==> src/rtl/max30102_pkg.sv <==
// rtl/max30102_pkg.sv - shared types and constants for the MAX30102 init sequencer
package max30102_pkg;

  typedef enum logic [2:0] {
    ST_IDLE,
    ST_PU_WAIT,
    ST_FETCH,
    ST_LATCH,
    ST_WRITE,
    ST_WAIT_ACK,
    ST_DONE,
    ST_ERROR
  } init_state_t;

  localparam logic [23:0] PU_WAIT_DEFAULT = 24'd50_000;

  // Table word layout: {reg, data}
  localparam int REG_MSB  = 15;
  localparam int REG_LSB  = 8;
  localparam int DATA_MSB = 7;

endpackage

==> src/rtl/max30102_init_ctrl_if.sv <==
// rtl/max30102_init_ctrl_if.sv - I2C byte-write request/done handshake between sequencer and I2C master
interface max30102_init_ctrl_if;

  logic       i2c_req;
  logic [7:0] i2c_dev;
  logic [7:0] i2c_reg;
  logic [7:0] i2c_wdata;
  logic       i2c_done;
  logic       i2c_nack;

  modport master (
    output i2c_req, i2c_dev, i2c_reg, i2c_wdata,
    input  i2c_done, i2c_nack
  );

  modport slave (
    input  i2c_req, i2c_dev, i2c_reg, i2c_wdata,
    output i2c_done, i2c_nack
  );

endinterface

==> src/rtl/max30102_wait_timer.sv <==
// rtl/max30102_wait_timer.sv - loadable down-counter; expired while the count sits at zero
module max30102_wait_timer #(
  parameter int WIDTH = 24
) (
  input  logic             clk,
  input  logic             rst_n,
  input  logic             load,
  input  logic [WIDTH-1:0] cnt_val,
  output logic             expired
);

  logic [WIDTH-1:0] cnt_q, cnt_d;

  always_comb begin
    cnt_d = cnt_q;
    if (load) begin
      cnt_d = cnt_val;
    end else if (cnt_q != '0) begin
      cnt_d = cnt_q - WIDTH'(1);
    end
  end

  always_ff @(posedge clk or negedge rst_n) begin
    if (!rst_n) begin
      cnt_q <= '0;
    end else begin
      cnt_q <= cnt_d;
    end
  end

  assign expired = (cnt_q == '0);

endmodule

==> src/rtl/max30102_init_ctrl.sv <==
// rtl/max30102_init_ctrl.sv - walks the MAX30102 init table as I2C register writes
// Optional NACK retry is compiled in with `define MAX30102_INIT_RETRY_EN.
module max30102_init_ctrl
  import max30102_pkg::*;
#(
  parameter int          ADDR_WIDTH = 8,
  parameter int          DATA_WIDTH = 16,
  parameter logic [23:0] PU_WAIT    = PU_WAIT_DEFAULT,
  parameter int          RETRY_MAX  = 3
) (
  input  logic                  clk,
  input  logic                  rst_n,
  input  logic                  start,
  input  logic [7:0]            lut_size,
  input  logic [7:0]            dev_id,
  output logic [ADDR_WIDTH-1:0] tbl_addr,
  input  logic [DATA_WIDTH-1:0] tbl_q,
  max30102_init_ctrl_if.master  i2c,
  output logic                  busy,
  output logic                  init_done,
  output logic                  init_err,
  output logic [ADDR_WIDTH-1:0] err_addr
);

  if (RETRY_MAX < 1) begin : g_bad_retry_max
    $error("RETRY_MAX must be at least 1");
  end

  init_state_t           state_q, state_d;
  logic [ADDR_WIDTH-1:0] idx_q, idx_d;
  logic                  req_q, req_d;
  logic [7:0]            dev_q, dev_d;
  logic [7:0]            reg_q, reg_d;
  logic [7:0]            wdata_q, wdata_d;
  logic                  done_q, done_d;
  logic                  err_q, err_d;
  logic [ADDR_WIDTH-1:0] err_addr_q, err_addr_d;

  logic [ADDR_WIDTH-1:0] lut_n;
  logic [ADDR_WIDTH-1:0] last_idx;
  logic                  timer_load;
  logic                  timer_expired;
  logic                  restart;
  logic                  can_retry;

  assign lut_n    = ADDR_WIDTH'(lut_size);
  assign last_idx = lut_n - ADDR_WIDTH'(1);
  assign restart  = start && (state_q == ST_IDLE || state_q == ST_DONE || state_q == ST_ERROR);

`ifdef MAX30102_INIT_RETRY_EN
  localparam int RETRY_W = $clog2(RETRY_MAX + 1);

  logic [RETRY_W-1:0] retry_q, retry_d;

  assign can_retry = (retry_q < RETRY_W'(RETRY_MAX));

  always_comb begin
    retry_d = retry_q;
    if (restart || state_q == ST_FETCH) begin
      retry_d = '0;
    end else if (state_q == ST_WAIT_ACK && i2c.i2c_done && i2c.i2c_nack && can_retry) begin
      retry_d = retry_q + RETRY_W'(1);
    end
  end

  always_ff @(posedge clk or negedge rst_n) begin
    if (!rst_n) begin
      retry_q <= '0;
    end else begin
      retry_q <= retry_d;
    end
  end
`else
  assign can_retry = 1'b0;
`endif

  max30102_wait_timer #(.WIDTH(24)) u_pu_timer (
    .clk     (clk),
    .rst_n   (rst_n),
    .load    (timer_load),
    .cnt_val (PU_WAIT),
    .expired (timer_expired)
  );

  always_ff @(posedge clk or negedge rst_n) begin
    if (!rst_n) begin
      state_q <= ST_IDLE;
    end else begin
      state_q <= state_d;
    end
  end

  always_comb begin
    state_d = state_q;
    case (state_q)
      ST_IDLE:     if (start) state_d = ST_PU_WAIT;
      ST_PU_WAIT:  if (timer_expired) state_d = (lut_n == '0) ? ST_DONE : ST_FETCH;
      ST_FETCH:    state_d = ST_LATCH;
      ST_LATCH:    state_d = ST_WRITE;
      ST_WRITE:    state_d = ST_WAIT_ACK;
      ST_WAIT_ACK: begin
        if (i2c.i2c_done) begin
          if (!i2c.i2c_nack) begin
            state_d = (idx_q == last_idx) ? ST_DONE : ST_FETCH;
          end else begin
            state_d = can_retry ? ST_WRITE : ST_ERROR;
          end
        end
      end
      ST_DONE, ST_ERROR: if (start) state_d = ST_PU_WAIT;
      default:     state_d = ST_IDLE;
    endcase
  end

  always_comb begin
    idx_d      = idx_q;
    req_d      = req_q;
    dev_d      = dev_q;
    reg_d      = reg_q;
    wdata_d    = wdata_q;
    done_d     = done_q;
    err_d      = err_q;
    err_addr_d = err_addr_q;
    timer_load = restart;

    if (restart) begin
      done_d     = 1'b0;
      err_d      = 1'b0;
      err_addr_d = '0;
    end

    case (state_q)
      ST_PU_WAIT: if (timer_expired) idx_d = '0;
      ST_LATCH: begin
        dev_d   = dev_id;
        reg_d   = tbl_q[REG_MSB:REG_LSB];
        wdata_d = tbl_q[DATA_MSB:0];
      end
      ST_WRITE:   req_d = 1'b1;
      ST_WAIT_ACK: begin
        if (i2c.i2c_done) begin
          req_d = 1'b0;
          if (state_d == ST_FETCH) idx_d = idx_q + ADDR_WIDTH'(1);
        end
      end
      default: ;
    endcase

    // Sticky flags are set on entry so they rise one cycle after the deciding event.
    if (state_d == ST_DONE && state_q != ST_DONE) done_d = 1'b1;
    if (state_d == ST_ERROR && state_q != ST_ERROR) begin
      err_d      = 1'b1;
      err_addr_d = idx_q;
    end
  end

  always_ff @(posedge clk or negedge rst_n) begin
    if (!rst_n) begin
      idx_q      <= '0;
      req_q      <= 1'b0;
      dev_q      <= '0;
      reg_q      <= '0;
      wdata_q    <= '0;
      done_q     <= 1'b0;
      err_q      <= 1'b0;
      err_addr_q <= '0;
    end else begin
      idx_q      <= idx_d;
      req_q      <= req_d;
      dev_q      <= dev_d;
      reg_q      <= reg_d;
      wdata_q    <= wdata_d;
      done_q     <= done_d;
      err_q      <= err_d;
      err_addr_q <= err_addr_d;
    end
  end

  assign tbl_addr      = idx_q;
  assign i2c.i2c_req   = req_q;
  assign i2c.i2c_dev   = dev_q;
  assign i2c.i2c_reg   = reg_q;
  assign i2c.i2c_wdata = wdata_q;
  assign busy          = !(state_q == ST_IDLE || state_q == ST_DONE || state_q == ST_ERROR);
  assign init_done     = done_q;
  assign init_err      = err_q;
  assign err_addr      = err_addr_q;

endmodule

==> src/flat_wrapper.sv <==
// flat-port wrapper written by rule: the top's interface ports become plain ports
module max30102_init_ctrl_flat import max30102_pkg::*;
#(
  parameter int          ADDR_WIDTH = 8,
  parameter int          DATA_WIDTH = 16,
  parameter logic [23:0] PU_WAIT    = PU_WAIT_DEFAULT,
  parameter int          RETRY_MAX  = 3
)
  (clk, rst_n, start, lut_size, dev_id, tbl_addr, tbl_q, busy, init_done, init_err, err_addr, i2c_i2c_req, i2c_i2c_dev, i2c_i2c_reg, i2c_i2c_wdata, i2c_i2c_done, i2c_i2c_nack);
  max30102_init_ctrl_if i2c_i ();
  input  logic clk;
  input  logic rst_n;
  input  logic start;
  input  logic [7:0] lut_size;
  input  logic [7:0] dev_id;
  output logic [ADDR_WIDTH-1:0] tbl_addr;
  input  logic [DATA_WIDTH-1:0] tbl_q;
  output logic busy;
  output logic init_done;
  output logic init_err;
  output logic [ADDR_WIDTH-1:0] err_addr;
  output wire logic [$bits(i2c_i.i2c_req)-1:0] i2c_i2c_req;
  output wire logic [$bits(i2c_i.i2c_dev)-1:0] i2c_i2c_dev;
  output wire logic [$bits(i2c_i.i2c_reg)-1:0] i2c_i2c_reg;
  output wire logic [$bits(i2c_i.i2c_wdata)-1:0] i2c_i2c_wdata;
  input wire logic [$bits(i2c_i.i2c_done)-1:0] i2c_i2c_done;
  input wire logic [$bits(i2c_i.i2c_nack)-1:0] i2c_i2c_nack;
  assign i2c_i2c_req = i2c_i.i2c_req;
  assign i2c_i2c_dev = i2c_i.i2c_dev;
  assign i2c_i2c_reg = i2c_i.i2c_reg;
  assign i2c_i2c_wdata = i2c_i.i2c_wdata;
  assign i2c_i.i2c_done = i2c_i2c_done;
  assign i2c_i.i2c_nack = i2c_i2c_nack;
  max30102_init_ctrl #(.ADDR_WIDTH(ADDR_WIDTH), .DATA_WIDTH(DATA_WIDTH), .PU_WAIT(PU_WAIT), .RETRY_MAX(RETRY_MAX)) u_core (.clk(clk), .rst_n(rst_n), .start(start), .lut_size(lut_size), .dev_id(dev_id), .tbl_addr(tbl_addr), .tbl_q(tbl_q), .i2c(i2c_i), .busy(busy), .init_done(init_done), .init_err(init_err), .err_addr(err_addr));
endmodule
==> config.mk <==
export PLATFORM = sky130hd
export DESIGN_NAME = max30102_init_ctrl_flat
export DESIGN_NICKNAME = d
export VERILOG_FILES = /design/src/rtl/max30102_pkg.sv /design/src/rtl/max30102_init_ctrl_if.sv /design/src/rtl/max30102_wait_timer.sv /design/src/rtl/max30102_init_ctrl.sv /design/src/flat_wrapper.sv
export SDC_FILE = /design/constraint.sdc
export NUM_CORES = 1
export LEC_CHECK = 0
export ABC_AREA = 1
export BUFFER_PORTS_ARGS = -buffer_cell sky130_fd_sc_hd__buf_2
export CORE_UTILIZATION = 60
export DETAILED_ROUTE_END_ITERATION = 8
export PLACE_DENSITY = 0.86
export SYNTH_ARGS = -nofsm -noshare
export SYNTH_HDL_FRONTEND = slang
export SYNTH_HIERARCHICAL = 1
export SYNTH_SLANG_ARGS = --single-unit
export TNS_END_PERCENT = 5
==> constraint.sdc <==
create_clock -name clk -period 4.05 [get_ports clk]
set_clock_uncertainty 0.1 [all_clocks]
set_input_delay 0.2025 -clock clk [delete_from_list [all_inputs] [get_ports clk]]
set_output_delay 0.2025 -clock clk [all_outputs]
set_load 0.005 [all_outputs]
==> Flow_metrics.wiki, run 1 <==
{| class="wikitable"
! Metric !! Value
|-
| Critical path's top delay family || simple AND/OR/NAND/NOR gates
|-
| Deepest level of the CTS H-tree || 3
|-
| DPL Wire Length || 7210 um
|-
| Flip-flop count of the largest register after layout || 24
|-
| Number of buffers added by the clock tree synthesis step || 9
|-
| Maximum fanout encountered on the critical timing path || 9
|-
| HP Class || input port to flip-flop
|-
| RSZ-0062 raised after global routing || false
|-
| Reg2reg setup slack || 1960 ps
|-
| Total power || 3.34 mW
|-
| First-pass GRT wire length || 18500 um
|-
| Peak supply drop || 0.000379 V
|-
| PD cells || 654 mW/mm^2
|-
| Distinct cell type count of the synthesized netlist || 36
|-
| Number of input and output port buffers inserted || 80
|-
| Post-Synthesis Mean Instance Area || 7.74 sq um
|-
| Placed cell count || 699
|-
| TritonCTS clock tree || done
|-
| Synthesis warning total || 6
|-
| Area fraction in and, or, nand and nor cells after synthesis || 34.4%
|-
| Worst Setup End Kind || flip-flop
|-
| Status || finished clean
|-
| Final instance area || 0.00510 sq mm
|-
| Final setup fails || 0
|-
| Worst EP required || 4180 ps
|-
| Area share of xor/xnor cells in the synthesized design || 3.84%
|-
| Initial DRT Pass Iterations || 7
|-
| Worst path arrival time || 2210 ps
|-
| Area taken by multi-input logic gates || 0.00215 sq mm
|-
| Floorplan die height || 84.7 um
|-
| Average via count per standard cell || 5.41
|-
| Routed WL per cell || 15.2 um
|-
| Primary FF master, synth || dfrtp_1
|-
| Routability Congestion || 0.957
|-
| Type of origin of the critical path || flip-flop
|-
| DRC violations left || 0
|-
| Highest-delay cell along the critical path || dfrtp_1
|-
| Number of maximum-capacitance constraint violations || 0
|-
| Post-synth top area cell || dfrtp_1
|-
| Leftover overflow at the end of global routing || 0
|-
| Share of final-layout standard cells stronger than drive strength 1 || 23.1%
|-
| Antenna-violating nets left || 0
|-
| Ratio of final minimum period to clock period || 51.5%
|-
| Buffers and inverters on the worst path || 3
|-
| Max_slew headroom || 28.3%
|-
| X dimension of the die || 84.7 um
|-
| Dpl ws || 2060 ps
|-
| Total number of nets in the final design || 700
|-
| Die Outline Area || 0.00717 sq mm
|-
| Multiplexer share of the synthesized area || 6.59%
|-
| Post-layout min period || 2090 ps
|-
| Clock latency at the later pin of the worst-skew pair || 350 ps
|-
| Top-area cell type share of the netlist area || 42.7%
|-
| Max Slew Vio Count || 0
|-
| Effective utilization at floorplan || 63.5%
|-
| Overall routing resource usage || 33.4%
|-
| Share of synthesized cell area in full adder, half adder and majority cells || 1.53%
|-
| Final count of hold timing violations || 0
|-
| Top cells by instance count after synthesis || nand2_1 (171), dfrtp_1 (70), nor2_1 (64)
|-
| Diode count || 0
|-
| Routed WL || 11300 um
|-
| Post-synth EDFFs || 0
|-
| Total Negative Setup Slacks || 0 ps
|-
| Clock slew at reported path FFs || 80 ps
|-
| Synth Instances || 530
|-
| Area delta synth->final || 24.4%
|-
| Combinational family with the most area after synthesis || simple AND/OR/NAND/NOR gates
|-
| Share of the synthesized area in compound gates (AO/OA/AOI/OAI) || 3.94%
|-
| CTS max path bufs || 2
|-
| Area of the core || 0.00646 sq mm
|-
| CTS root buffer || clkbuf_8
|-
| Top register by number of flip-flops || u_core/u_pu_timer/cnt_q
|-
| Placement-stage cell area || 0.00461 sq mm
|-
| CTS hold repair buffers || 24
|-
| Layout fillers || 449
|-
| Register area || 0.00175 sq mm
|-
| Overall via count from detail_route || 4005
|-
| Clock sink count || 70
|-
| Dominant cells by area after synthesis || dfrtp_1 (43%), nand2_1 (16%), mux2_2 (6.6%)
|-
| Detailed router's first-iteration violation count || 293
|-
| F_max || 479 MHz
|-
| Pin count of the biggest net entering global routing || 49
|-
| Most instantiated library cell after synthesis || nand2_1
|-
| Layout Cells excl Fill || 740
|-
| Number of rows in the core area || 29
|-
| Number of global-route vias before repair || 4076
|-
| Number of antenna violations at the first check in global routing || 0
|-
| Cell-by-cell trace of the critical path || inv_1 > ha_1 > nand3_1 > nor2_1 > nand3_1 > inv_1 > inv_1 > o21ai_4 > nand2_4 > nand2_1 > nand2_1
|-
| Netlist Area Pre-Place || 0.00410 sq mm
|-
| Slack of the critical path || 1960 ps
|-
| Crit-path max cell delay || 400 ps
|-
| Register area share after synthesis || 42.7%
|-
| Most Frequent Cell on Critical Path || inv_1
|-
| Number of setup buffers added after CTS || 0
|-
| Leakage power summed over all cells || 2.69 nW
|-
| Ports || 81
|-
| Number of synthesized register bits || 70
|-
| Async SR Flop Fraction || 100%
|-
| Startpoint-to-endpoint class of the critical path || flip-flop to flip-flop
|-
| Transition time at the pin with the least slew margin || 1080 ps
|-
| Post-cts resize count || 0
|}
[where the power goes]
part	internal [mW]	total (mW)	leakage, nW	switching (mW)
clock	0.412	0.697	0.124	0.285
sequential	0.981	1.24	0.869	0.257
combinational	0.568	1.40	1.70	0.832
total	1.96	3.34	2.69	1.37
[per-layer routing]
metal  global-route usage [%]  vias up  part of all wire (%)
li1                         -     1909                     -
met1                     35.6     1856                    37
met2                     58.2      179                    51
met3                     7.18       61                   5.0
met4                     25.1        0                   6.8
met5                        0        -                     0
[cell type report]
type	instances	area share (%)
Clock buffer	9	2.43
Sequential cell	70	34.3
Inverter	50	3.68
Clock inverter	7	2.38
Multi-Input combinational cell	420	42.2
Tap cell	77	1.89
Timing Repair Buffer	107	13.0
[cells in the final DEF (no fill, tap or decap), types with 9 or more instances in the layout]
cell and instances:
nand3_1 45, clkbuf_8 9, nor2_1 64, dfrtp_1 70
xnor2_1 9, xor2_1 9, dlygate4sd3_1 25, inv_1 43
mux2_2 24, buf_2 80, o21ai_0 14, nand2_1 171
nor2_2 9, nand4_1 10, conb_1 24
[final timing paths]
| kind | start | to | cells past startpoint |
|---|---|---|---|
| max | u_core/u_pu_timer/cnt_q[0]$_DFFE_PN0P_ | u_core/tbl_addr[0]$_DFFE_PN0P_ | 11 |
| min | start | u_core/state_q[0]$_DFF_PN0_ | 3 |
| max reg2reg | u_core/u_pu_timer/cnt_q[0]$_DFFE_PN0P_ | u_core/tbl_addr[0]$_DFFE_PN0P_ | 11 |
| min reg2reg | u_core/init_err$_DFFE_PN0P_ | u_core/init_err$_DFFE_PN0P_ | 2 |
| max in group asynchronous | rst_n | u_core/u_pu_timer/cnt_q[16]$_DFFE_PN0P_ | 3 |
| min in group asynchronous | rst_n | u_core/u_pu_timer/cnt_q[13]$_DFFE_PN0P_ | 2 |
[cell families after synthesis]
group,after synthesis
AND/OR/NAND/NOR,321
flip-flops,70
buffers and inverters,62
AO/OA/AOI/OAI,28
multiplexers,24
XOR/XNOR,18
adder cells (fa/ha/maj),5
other,2
[through the flow]
step / utilization, % / hold WS [ps]
floorplan: - / -193
global placement: 71.3 / 333
detailed placement: 71.3 / 338
CTS: 78.8 / 6.12
global route: 79.0 / 67.4
finish: 79.0 / 75.1
[worst reg2reg max path, delay by kind of cell, from the launching register on]
family / cells / cell delay, ps
simple gates: 6 / 580
flops: 1 / 400
buf+inv: 3 / 360
compound gates: 1 / 320
fa+ha+maj: 1 / 190
Note: power is estimated with default switching activity, not from simulation.
==> run 2: changes to the inputs <==
--- a/config.mk
+++ b/config.mk
@@ -7,9 +7,9 @@
 export LEC_CHECK = 0
 export ABC_AREA = 1
 export BUFFER_PORTS_ARGS = -buffer_cell sky130_fd_sc_hd__buf_2
-export CORE_UTILIZATION = 60
+export CORE_UTILIZATION = 50
 export DETAILED_ROUTE_END_ITERATION = 8
-export PLACE_DENSITY = 0.86
+export PLACE_DENSITY = 0.76
 export SYNTH_ARGS = -nofsm -noshare
 export SYNTH_HDL_FRONTEND = slang
 export SYNTH_HIERARCHICAL = 1
==> constraint.sdc (replaced) <==
create_clock -name clk -period 1.9 [get_ports clk]
set_clock_uncertainty 0.1 [all_clocks]
set_input_delay 0.095 -clock clk [delete_from_list [all_inputs] [get_ports clk]]
set_output_delay 0.095 -clock clk [all_outputs]
set_load 0.005 [all_outputs]
==> run 2 against run 1 <==
  * Routed wire length down 9.0%
  * Utilization shrank 11 points
  * Worst setup slack got worse by 1900 ps
  * Die area is 20% higher
  * Combinational power rose by 130%
  * Non-clock buffer count rose by 20
  * Hold slack got worse by 33 ps
  * Sequential power up 110%
  * Global-route usage fell by 8.3 points
  * Clock power rose by 51%
  * Critical path depth unchanged
==> Flow_metrics.wiki, run 2 (same netlist as run 1, synthesis figures left out) <==
{| class="wikitable"
! Metric !! Value
|-
| Routed WL || 10200 um (-9.0%)
|-
| Pin count of the biggest net entering global routing || 71 (+45%)
|-
| Share of final-layout standard cells stronger than drive strength 1 || 28.3% (+5.2 points)
|-
| Ratio of final minimum period to clock period || 97.3% (+46 points)
|-
| Peak supply drop || 0.000864 V (+130%)
|-
| Commonest cells after routing, fill and taps aside || nand2_1 (169), buf_2 (80), dfrtp_1 (69), nor2_1 (55), nand3_1 (41)
|-
| Dpl ws || -32.1 ps (-2090 ps)
|-
| Clock slew at reported path FFs || 80 ps (about the same)
|-
| Cell-by-cell trace of the critical path || nor2_2 > nand2_1 > nor2_2 > nand3_2 > inv_2 > inv_2 > nand3_2 > nand4_1 > nor3_2 > nand3_2 > nand2_1
|-
| Number of rows in the core area || 32 (+10%)
|-
| Average via count per standard cell || 4.95 (-8.5%)
|-
| Total number of nets in the final design || 720 (+2.9%)
|-
| Die Outline Area || 0.00857 sq mm (+20%)
|-
| NetSw || 2.87 mW (+110%)
|-
| Antenna-violating nets left || 0 (unchanged)
|-
| Startpoint-to-endpoint class of the critical path || flip-flop to flip-flop
|-
| Floorplan die height || 92.6 um (+9.3%)
|-
| Area of the core || 0.00785 sq mm (+22%)
|-
| RSZ-0062 raised after global routing || true
|-
| Number of maximum-capacitance constraint violations || 0 (unchanged)
|-
| CTS root buffer || clkbuf_8
|-
| Layout fillers || 657 (+46%)
|-
| First-pass GRT wire length || 17000 um (-8.4%)
|-
| DRC violations left || 0 (unchanged)
|-
| Number of cells on the worst hold path || 4 (+1)
|-
| Initial DRT Pass Iterations || 4 (-3)
|-
| Number of antenna violations at the first check in global routing || 0 (unchanged)
|-
| Post-layout min period || 1850 ps (-239 ps)
|-
| Highest-delay cell along the critical path || dfrtp_1
|-
| Commonest non-fill, non-tap cell in the layout || nand2_1
|-
| Diode count || 0 (unchanged)
|-
| Internal power consumption || 3.98 mW (+100%)
|-
| Top register by number of flip-flops || u_core/u_pu_timer/cnt_q
|-
| Deepest level of the CTS H-tree || 3 (unchanged)
|-
| Placed cell count || 735 (+5.2%)
|-
| Layout Cells excl Fill || 784 (+5.9%)
|-
| CTS max path bufs || 2 (unchanged)
|-
| Clk pwr share || 15.3% (-5.6 points)
|-
| Type of origin of the critical path || flip-flop
|-
| Detailed router's first-iteration violation count || 218 (-26%)
|-
| Leakage power summed over all cells || 2.77 nW (+3.0%)
|-
| Number of global-route vias before repair || 3762 (-7.7%)
|-
| Clock latency at the later pin of the worst-skew pair || 340 ps (about the same)
|-
| Number of buffers added by the clock tree synthesis step || 9 (unchanged)
|-
| Maximum fanout encountered on the critical timing path || 4 (-5)
|-
| Worst path arrival time || 2030 ps (-180 ps)
|-
| HP Class || input port to flip-flop
|-
| Max Slew Vio Count || 0 (unchanged)
|-
| Sequential power share || 37.8% (+0.7 points)
|-
| Slack of the critical path || 51.6 ps (-1910 ps)
|-
| Worst EP required || 2080 ps (-2100 ps)
|-
| Routability Congestion || 0.892 (-6.8%)
|-
| Overall routing resource usage || 25.1% (-8.3 points)
|-
| Buffers and inverters on the worst path || 2 (-1)
|-
| Effective utilization at floorplan || 52.3% (-11 points)
|-
| Power share of the combinational group || 46.9% (+4.9 points)
|-
| Area delta synth->final || 29.7%
|-
| Final count of hold timing violations || 0 (unchanged)
|-
| TritonCTS clock tree || done
|-
| Depth of the worst register-to-register path || 11 (unchanged)
|-
| Flip-flop count of the largest register after layout || 24 (unchanged)
|-
| Worst Setup End Kind || flip-flop
|-
| Leftover overflow at the end of global routing || 0 (unchanged)
|-
| Crit-path max cell delay || 430 ps (+30 ps)
|-
| Ports || 81 (unchanged)
|-
| Most Frequent Cell on Critical Path || nand3_2
|-
| Final instance area || 0.00532 sq mm (+4.3%)
|-
| Status || finished clean
|-
| Critical path's top delay family || simple AND/OR/NAND/NOR gates
|-
| Clock sink count || 70 (unchanged)
|-
| Overall via count from detail_route || 3883 (-3.0%)
|-
| X dimension of the die || 92.6 um (+9.3%)
|-
| Number of input and output port buffers inserted || 80 (unchanged)
|-
| Switching share of power || 41.9% (+0.74 points)
|-
| Routed WL per cell || 13.1 um (-14%)
|-
| Final setup fails || 0 (unchanged)
|-
| DPL Wire Length || 6980 um (-3.2%)
|-
| PD cells || 1290 mW/mm^2 (+97%)
|-
| F_max || 541 MHz (+13%)
|-
| Placement-stage cell area || 0.00474 sq mm (+3.0%)
|-
| Crit path depth || 11 (unchanged)
|}
## run 2: cell count changes in the layout (fill, tap and decap cells not counted), moves of 3 or more
| cell | delta |
|---|---|
| inv_2 | +4 |
| nor2_2 | +8 |
| nor2_1 | -9 |
| clkinv_2 | +3 |
| nand3_1 | -4 |
| nand3_2 | +4 |
| bufinv_16 | -3 |
| inv_1 | -5 |
| dlygate4sd3_1 | +3 |
| buf_4 | +14 |
## run 2: final timing paths
check	slack (ps)	endpoint	startpoint
worst max-delay path	50	u_core/init_done$_DFFE_PN0P_	u_core/u_pu_timer/cnt_q[15]$_DFFE_PN0P_
worst min-delay path	40	u_core/state_q[2]$_DFF_PN0_	lut_size[7]
worst max register to register	50	u_core/init_done$_DFFE_PN0P_	u_core/u_pu_timer/cnt_q[15]$_DFFE_PN0P_
worst min register to register	370	u_core/init_err$_DFFE_PN0P_	u_core/init_err$_DFFE_PN0P_
max in group asynchronous	1190	u_core/state_q[1]$_DFF_PN0_	rst_n
min in group asynchronous	200	u_core/u_pu_timer/cnt_q[3]$_DFFE_PN0P_	rst_n
## run 2: area by class of cell
cell class	instances	area (sq um)	share of cell area, %
repair buffers	127	852	16.0
well taps	102	128	2.40
clock inverters	6	38.8	0.729
clock buffers	9	124	2.33
multi-input cells	420	2230	42.0
inverters	50	191	3.60
flip-flops and latches	70	1750	32.9
## run 2: through the flow
stage	power [mW]	hold slack [ps]	utilization (%)	TNS, ps
global placement	5.37	49.4	60.5	0
floorplan	4.52	-301	-	0
CTS	6.58	10.5	66.2	0
detailed placement	5.46	51.0	60.5	-181
global route	7.39	57.7	67.8	-171
finish	6.85	42.6	67.8	0
## run 2: worst register-to-register path: cells and delay by family, from the launching register on
family / cells / cell delay [ps]
flops: 1 / 430
buf+inv: 2 / 170
simple gates: 9 / 1090
## run 2: power by group through the flow
stage | logic [mW] | registers [mW] | clock network [mW]
3_3_place_gp | 2.84 | 2.53 | 0
6_report | 3.21 | 2.59 | 1.05
3_5_place_dp | 2.90 | 2.56 | 0
4_1_cts | 2.96 | 2.53 | 1.09
5_1_grt | 3.59 | 2.66 | 1.14
2_1_floorplan | 2.00 | 2.51 | 0
## run 2: repair_timing
item,4_1_cts,5_1_grt
gates resized for setup,3,26
hold buffers,28,0
buffers inserted,0,6
endpoints found under the hold margin,101,0
pin swaps,1,12
endpoints found under the setup margin,16,34
## run 2: routing by layer
metal	share of wire [%]	vias to the layer above	global-route usage (%)
li1	-	1956	-
met5	0	-	0
met4	3.1	0	11.1
met1	41	1798	30.4
met2	51	106	43.3
met3	4.7	23	4.84
